`src/rtl/vmmul_sequencer_if.sv`:
```
// Issue and datapath-control bundle for the vector matrix-multiply sequencer.
// The master side is the control unit / VRF / MAC; the slave side is the sequencer.
interface vmmul_sequencer_if #(
  parameter int DIM     = 4,
  parameter int VREG_AW = 5,
  parameter int IDX_W   = $clog2(DIM)
);
  logic               start_i;
  logic [VREG_AW-1:0] vs1_base_i;
  logic [VREG_AW-1:0] vs2_base_i;
  logic [VREG_AW-1:0] vd_base_i;
  logic               flush_i;
  logic [VREG_AW-1:0] vrf_rd_a_addr_o;
  logic [VREG_AW-1:0] vrf_rd_b_addr_o;
  logic [IDX_W-1:0]   elem_sel_o;
  logic               mac_en_o;
  logic               mac_clr_o;
  logic               vrf_wr_en_o;
  logic [VREG_AW-1:0] vrf_wr_addr_o;
  logic               busy_o;
  logic               stall_o;
  logic               done_o;

  modport master (
    output start_i, vs1_base_i, vs2_base_i, vd_base_i, flush_i,
    input  vrf_rd_a_addr_o, vrf_rd_b_addr_o, elem_sel_o, mac_en_o, mac_clr_o,
           vrf_wr_en_o, vrf_wr_addr_o, busy_o, stall_o, done_o
  );

  modport slave (
    input  start_i, vs1_base_i, vs2_base_i, vd_base_i, flush_i,
    output vrf_rd_a_addr_o, vrf_rd_b_addr_o, elem_sel_o, mac_en_o, mac_clr_o,
           vrf_wr_en_o, vrf_wr_addr_o, busy_o, stall_o, done_o
  );
endinterface

```
`src/rtl/vmmul_sequencer.sv`:
```
// Multi-cycle sequencer for the vector matrix-multiply instruction C = A x B.
// For each output row i it steps k = 0..DIM-1 through the MAC (reading A row i
// and B row k), then writes the accumulator to vd+i. The scalar pipeline is
// stalled from the issue cycle until the DONE cycle.
module vmmul_sequencer #(
  parameter int DIM     = 4,
  parameter int VREG_AW = 5,
  parameter int IDX_W   = $clog2(DIM)
) (
  input  logic              clk,
  input  logic              reset_n,
  vmmul_sequencer_if.slave  bus
);

  localparam logic [1:0] S_IDLE = 2'd0;
  localparam logic [1:0] S_MAC  = 2'd1;
  localparam logic [1:0] S_WB   = 2'd2;
  localparam logic [1:0] S_DONE = 2'd3;

  localparam logic [IDX_W-1:0] IDX_LAST = IDX_W'(DIM - 1);

  logic [1:0]         state;
  logic [1:0]         state_nxt;
  logic [IDX_W-1:0]   row_idx;
  logic [IDX_W-1:0]   row_nxt;
  logic [IDX_W-1:0]   k_idx;
  logic [IDX_W-1:0]   k_nxt;
  logic               accept;
  logic [VREG_AW-1:0] vs1_q;
  logic [VREG_AW-1:0] vs2_q;
  logic [VREG_AW-1:0] vd_q;

  // Register-file addresses wrap modulo 2^VREG_AW.
  function automatic logic [VREG_AW-1:0] wrap_add(input logic [VREG_AW-1:0] base,
                                                  input logic [IDX_W-1:0]   idx);
    return base + VREG_AW'(idx);
  endfunction

  // Next-state and counter sequencing; flush abandons the operation from MAC or WB.
  always_comb begin
    state_nxt = state;
    row_nxt   = row_idx;
    k_nxt     = k_idx;
    accept    = 1'b0;
    case (state)
      S_IDLE: begin
        if (bus.start_i && !bus.flush_i) begin
          accept    = 1'b1;
          state_nxt = S_MAC;
          row_nxt   = '0;
          k_nxt     = '0;
        end
      end
      S_MAC: begin
        if (bus.flush_i) begin
          state_nxt = S_IDLE;
          row_nxt   = '0;
          k_nxt     = '0;
        end else if (k_idx == IDX_LAST) begin
          state_nxt = S_WB;
        end else begin
          k_nxt = k_idx + 1'b1;
        end
      end
      S_WB: begin
        if (bus.flush_i) begin
          state_nxt = S_IDLE;
          row_nxt   = '0;
          k_nxt     = '0;
        end else if (row_idx == IDX_LAST) begin
          state_nxt = S_DONE;
          row_nxt   = '0;
          k_nxt     = '0;
        end else begin
          state_nxt = S_MAC;
          row_nxt   = row_idx + 1'b1;
          k_nxt     = '0;
        end
      end
      default: begin
        state_nxt = S_IDLE;
        row_nxt   = '0;
        k_nxt     = '0;
      end
    endcase
  end

  // State and row/element counters.
  always_ff @(posedge clk or negedge reset_n) begin
    if (!reset_n) begin
      state   <= S_IDLE;
      row_idx <= '0;
      k_idx   <= '0;
    end else begin
      state   <= state_nxt;
      row_idx <= row_nxt;
      k_idx   <= k_nxt;
    end
  end

  // Matrix bases are captured only when an issue is accepted.
  always_ff @(posedge clk or negedge reset_n) begin
    if (!reset_n) begin
      vs1_q <= '0;
      vs2_q <= '0;
      vd_q  <= '0;
    end else if (accept) begin
      vs1_q <= bus.vs1_base_i;
      vs2_q <= bus.vs2_base_i;
      vd_q  <= bus.vd_base_i;
    end
  end

  // Output decode from state and counters; only stall_o looks at start_i.
  always_comb begin
    bus.vrf_rd_a_addr_o = '0;
    bus.vrf_rd_b_addr_o = '0;
    bus.elem_sel_o      = '0;
    bus.mac_en_o        = 1'b0;
    bus.mac_clr_o       = 1'b0;
    bus.vrf_wr_en_o     = 1'b0;
    bus.vrf_wr_addr_o   = '0;
    bus.done_o          = 1'b0;
    case (state)
      S_MAC: begin
        bus.mac_en_o        = 1'b1;
        bus.mac_clr_o       = (k_idx == '0);
        bus.vrf_rd_a_addr_o = wrap_add(vs1_q, row_idx);
        bus.vrf_rd_b_addr_o = wrap_add(vs2_q, k_idx);
        bus.elem_sel_o      = k_idx;
      end
      S_WB: begin
        bus.vrf_wr_en_o   = 1'b1;
        bus.vrf_wr_addr_o = wrap_add(vd_q, row_idx);
      end
      S_DONE: begin
        bus.done_o = 1'b1;
      end
      default: begin
      end
    endcase
    bus.busy_o  = (state != S_IDLE);
    // The issue cycle itself must hold the pipeline; reset forces every output low.
    bus.stall_o = (bus.start_i & reset_n) | (state == S_MAC) | (state == S_WB);
  end

endmodule

```
`src/flat_wrapper.sv`:
```
// flat-port wrapper written by rule: the top's interface ports become plain ports
module vmmul_sequencer_flat 
#(
  parameter int DIM     = 4,
  parameter int VREG_AW = 5,
  parameter int IDX_W   = $clog2(DIM)
)
  (clk, reset_n, bus_start_i, bus_vs1_base_i, bus_vs2_base_i, bus_vd_base_i, bus_flush_i, bus_vrf_rd_a_addr_o, bus_vrf_rd_b_addr_o, bus_elem_sel_o, bus_mac_en_o, bus_mac_clr_o, bus_vrf_wr_en_o, bus_vrf_wr_addr_o, bus_busy_o, bus_stall_o, bus_done_o);
  vmmul_sequencer_if #(.DIM(DIM), .VREG_AW(VREG_AW), .IDX_W(IDX_W)) bus_i ();
  input  logic clk;
  input  logic reset_n;
  input wire logic [$bits(bus_i.start_i)-1:0] bus_start_i;
  input wire logic [$bits(bus_i.vs1_base_i)-1:0] bus_vs1_base_i;
  input wire logic [$bits(bus_i.vs2_base_i)-1:0] bus_vs2_base_i;
  input wire logic [$bits(bus_i.vd_base_i)-1:0] bus_vd_base_i;
  input wire logic [$bits(bus_i.flush_i)-1:0] bus_flush_i;
  output wire logic [$bits(bus_i.vrf_rd_a_addr_o)-1:0] bus_vrf_rd_a_addr_o;
  output wire logic [$bits(bus_i.vrf_rd_b_addr_o)-1:0] bus_vrf_rd_b_addr_o;
  output wire logic [$bits(bus_i.elem_sel_o)-1:0] bus_elem_sel_o;
  output wire logic [$bits(bus_i.mac_en_o)-1:0] bus_mac_en_o;
  output wire logic [$bits(bus_i.mac_clr_o)-1:0] bus_mac_clr_o;
  output wire logic [$bits(bus_i.vrf_wr_en_o)-1:0] bus_vrf_wr_en_o;
  output wire logic [$bits(bus_i.vrf_wr_addr_o)-1:0] bus_vrf_wr_addr_o;
  output wire logic [$bits(bus_i.busy_o)-1:0] bus_busy_o;
  output wire logic [$bits(bus_i.stall_o)-1:0] bus_stall_o;
  output wire logic [$bits(bus_i.done_o)-1:0] bus_done_o;
  assign bus_i.start_i = bus_start_i;
  assign bus_i.vs1_base_i = bus_vs1_base_i;
  assign bus_i.vs2_base_i = bus_vs2_base_i;
  assign bus_i.vd_base_i = bus_vd_base_i;
  assign bus_i.flush_i = bus_flush_i;
  assign bus_vrf_rd_a_addr_o = bus_i.vrf_rd_a_addr_o;
  assign bus_vrf_rd_b_addr_o = bus_i.vrf_rd_b_addr_o;
  assign bus_elem_sel_o = bus_i.elem_sel_o;
  assign bus_mac_en_o = bus_i.mac_en_o;
  assign bus_mac_clr_o = bus_i.mac_clr_o;
  assign bus_vrf_wr_en_o = bus_i.vrf_wr_en_o;
  assign bus_vrf_wr_addr_o = bus_i.vrf_wr_addr_o;
  assign bus_busy_o = bus_i.busy_o;
  assign bus_stall_o = bus_i.stall_o;
  assign bus_done_o = bus_i.done_o;
  vmmul_sequencer #(.DIM(DIM), .VREG_AW(VREG_AW), .IDX_W(IDX_W)) u_core (.clk(clk), .reset_n(reset_n), .bus(bus_i));
endmodule
```
`config.mk`:
```
export PLATFORM = sky130hd
export DESIGN_NAME = vmmul_sequencer_flat
export DESIGN_NICKNAME = d
export VERILOG_FILES = /design/src/rtl/vmmul_sequencer_if.sv /design/src/rtl/vmmul_sequencer.sv /design/src/flat_wrapper.sv
export SDC_FILE = /design/constraint.sdc
export NUM_CORES = 1
export LEC_CHECK = 0
export CAP_MARGIN = 20
export CORE_MARGIN = 5
export CORE_UTILIZATION = 46
export DETAILED_ROUTE_END_ITERATION = 7
export PLACE_DENSITY = 0.8
export SETUP_SLACK_MARGIN = 0.1
export SLEW_MARGIN = 25
export SYNTH_ARGS = -nofsm -noshare
export SYNTH_HDL_FRONTEND = slang
export SYNTH_SLANG_ARGS = --single-unit
```
`constraint.sdc`:
```
create_clock -name clk -period 2.8 [get_ports clk]
set_clock_uncertainty 0.15 [all_clocks]
set_input_delay 0.84 -clock clk [delete_from_list [all_inputs] [get_ports clk]]
set_output_delay 0.84 -clock clk [all_outputs]
set_load 0.05 [all_outputs]
```
==> flow_metrics.py, run 1 <==
metrics = {
    "worst_setup_path": {
        "crit_start": "u_core.row_idx[0]",
        "endpoint_kind": "output pin",
        "path_max_fanout": 2,
        "crit_top_cell": "buf_6",
        "crit_type": "reg2out",
        "cp-start-kind": "flop",
        "timing.rr.start": "u_core.state[1]",
        "path_delay_family": "buffers and inverters",
        "cp_num_buf_inv": 5,
        "slowest_delay_ns": 0.42,
        "critical_path_arrival_ns": 2.10,
        "crit_chain": "buf_6, ha_4, inv_2, fa_2, buf_6, buf_6, xor2_2, nor2_2, buf_12",
        "cp.required_ns": 1.81,
        "crit_path_top_delay_cell": "dfrtp_1",
    },
    "sta": {
        "max_slew_margin_pct": 67.2,
        "fin_crit_sh_pct": 110,
        "min_period_ns": 3.09,
        "hold_viol": 0,
        "worst_slack_ns": -0.292,
        "rsz0062_at_grt": "true",
        "max_freq_mhz": 323,
        "setup_violations": 9,
        "drv_slew": 0,
        "tightest_slew_ns": 0.494,
    },
    "routing": {
        "drc": 0,
        "routed_wirelength_mm": 4.47,
        "drt_iter0_drc": 78,
        "wl_per_cell_um": 19.6,
        "via_count": 1294,
        "ant_nets": 0,
        "firstDrtPassIters": 4,
        "vias_per_cell": 5.68,
    },
    "clock_tree": {
        "clock-root-buffer": "clkbuf_4",
        "cts_sinks": 21,
        "postCtsHoldBufs": 0,
        "cts_tree": "built",
        "cts_buffers": 3,
        "clock_latency_ns": 0.30,
        "cts_buffer_depth": 2,
        "cts.reportedPaths.clkPinSlew_ns": 0.13,
        "h-tree-depth": 1,
    },
    "die": {
        "initial_utilization_pct": 47.8,
        "dieHeight_um": 63.3,
        "fp.coreArea_sq_mm": 0.00273,
        "io_pins": 42,
        "dieArea_sq_mm": 0.00401,
        "rows": 19,
        "dieWidth_um": 63.3,
    },
    "synthesis": {
        "synth_area_per_cell_sq_um": 9.69,
        "yosys.area.top_type": "dfrtp_1",
        "ys_ff_latch": 21,
        "yosysSeqAreaShare_pct": 40.2,
        "synth_cell_type_count": 26,
        "synthCells": 135,
        "syn_nets": 166,
        "synth_ff_type": "dfrtp_1",
        "synth_edf_count": 0,
        "synthArstFlopShare_pct": 100,
        "synth_area_sq_mm": 0.00131,
        "synth_warnings": 0,
        "synth_area_leaders": "dfrtp_1 40%, ha_1 8.6%, mux2_2 8.6%",
        "yosysTopAreaCellShare_pct": 40.2,
    },
    "cells_and_area": {
        "final_nets": 229,
        "final_cells": 228,
        "n_antenna_cell": 0,
        "fill_cells": 131,
        "finish.utilization_pct": 86.3,
        "mostFrequentLayoutCell": "dfrtp_1",
        "synthToLayoutAreaGrowth_pct": 80.4,
        "layout_common_cells": "21 x dfrtp_1, 19 x buf_12, 18 x clkdlybuf4s50_1",
        "drive_above_1_share_pct": 47.2,
    },
    "global_route": {
        "met3_usage_pct": 4.26,
        "grt_pass1_wl_mm": 6.43,
        "grt_use_met2_pct": 35.9,
        "grt_pass1_vias": 1358,
        "grt_start_max_net_pins": 22,
        "antenna_found_initial": 0,
        "grtUsageTotal_pct": 20.1,
        "gr-total-overflow": 0,
        "use_met1_pct": 24.1,
        "top_usage_layer": "met2",
    },
    "placed_design": {
        "gp_congestion": 0.788,
        "dp.cells": 212,
        "hpwl_mm": 2.76,
        "port_buffers": 41,
    },
    "status": {
        "status": "finished with violations",
        "violations": "negative setup slack",
    },
    "power": {
        "vdd.ir_drop.worst_v": 0.000535,
        "p_total_mw": 1.03,
        "p_leak_nw": 0.969,
        "p_per_area_mw_per_mm2": 436,
    },
    "hold_path": {
        "min_path_type": "reg2reg",
        "worstHoldStart": "u_core.vd_q[4]",
    },
    "flow_run": {
        "max_cap_viol_count": 0,
    },
}
-- cells in the mapped netlist (all sizes together), types with 2 or more instances --
cell type and count:
a21oi 9, xor2 3, o21ai 12, mux2 10
inv 15, a22oi 3, buf 4, o2bb2ai 2
nand2 10, fa 3, nor2 13, dfrtp 21
and2 5, nand2b 2, ha 9, or3 6
-- where the power goes --
part / switching [mW] / leakage [nW] / total [mW] / internal, mW
clock network: 0.101 / 0.0150 / 0.157 / 0.0555
registers: 0.0539 / 0.261 / 0.404 / 0.350
logic: 0.250 / 0.693 / 0.469 / 0.219
-- metal layers --
metal / vias to the layer above / wire (um) / share of wire [%]
li1: 577 / - / -
met1: 652 / 1740 / 39
met3: 8 / 214 / 4.8
met4: 0 / 66 / 1.5
met2: 57 / 2450 / 55
met5: - / 0 / 0
-- registers in the layout, summed over array words and instances, names as in the netlist --
name,cells
u_core.vd_q,5
u_core.vs1_q,5
u_core.vs2_q,5
u_core.k_idx,2
u_core.row_idx,2
u_core.state,2
-- per-stage QoR --
step	hold WS [ns]	setup WS [ns]	instance area (sq um)	setup TNS, ns
after floorplan	0.337	-0.0543	1380	-0.0543
after global placement	0.348	0.0926	2060	0
after detailed placement	0.360	0.0297	2060	0
after CTS	0.407	-0.270	2220	-1.09
after global routing	0.434	-0.348	2360	-2.02
final	0.403	-0.292	2360	-1.43
-- final timing paths --
| check | endpoint | slack, ns | cells past startpoint |
|---|---|---|---|
| worst max-delay path | bus_vrf_wr_addr_o[2] | -0.29 | 9 |
| max in group asynchronous | u_core.vs2_q[0] | 1.46 | 2 |
| min in group asynchronous | u_core.row_idx[0] | 0.81 | 2 |
| worst max register to register | u_core.k_idx[0] | 1.13 | 4 |
| worst min-delay path | u_core.vd_q[4] | 0.40 | 1 |
| worst min register to register | u_core.vd_q[4] | 0.40 | 1 |
-- timing repair --
item | CTS | global route
resized for setup | 21 | 21
pin swaps | 20 | 15
endpoints found under the setup margin | 14 | 14
cloned | 0 | 0
setup buffers | 9 | 3
-- logic make-up (layout without fill, tap and decap cells) --
logic type	count (synthesis)	after routing	synth area share, %
xor gates and xnor gates	3	3	2.01
DFF	21	21	40.2
and+or+nand+nor	41	41	16.4
AOI/OAI and AO/OA	29	29	13.1
buffers and inverters	19	81	6.51
muxes	10	10	8.61
adders and majority gates	12	12	13.2
-- cell type report --
class	instances	area [sq um]	share of cell area, %
tap	31	38.8	1.64
multi-input combinational	95	935	39.6
sequential	21	526	22.3
timing repair buffer	62	777	32.9
clock buffer	4	26.3	1.11
inverter	15	56.3	2.39
(Power assumes the default switching activity.)
==> inputs of run 2 (changes only) <==
CAP_MARGIN = default   (was 20)
GPL_ROUTABILITY_DRIVEN = 1   (was default)
==> results of run 2 <==
Same layout as run 1: the final DEF is identical, and so are final timing and power.
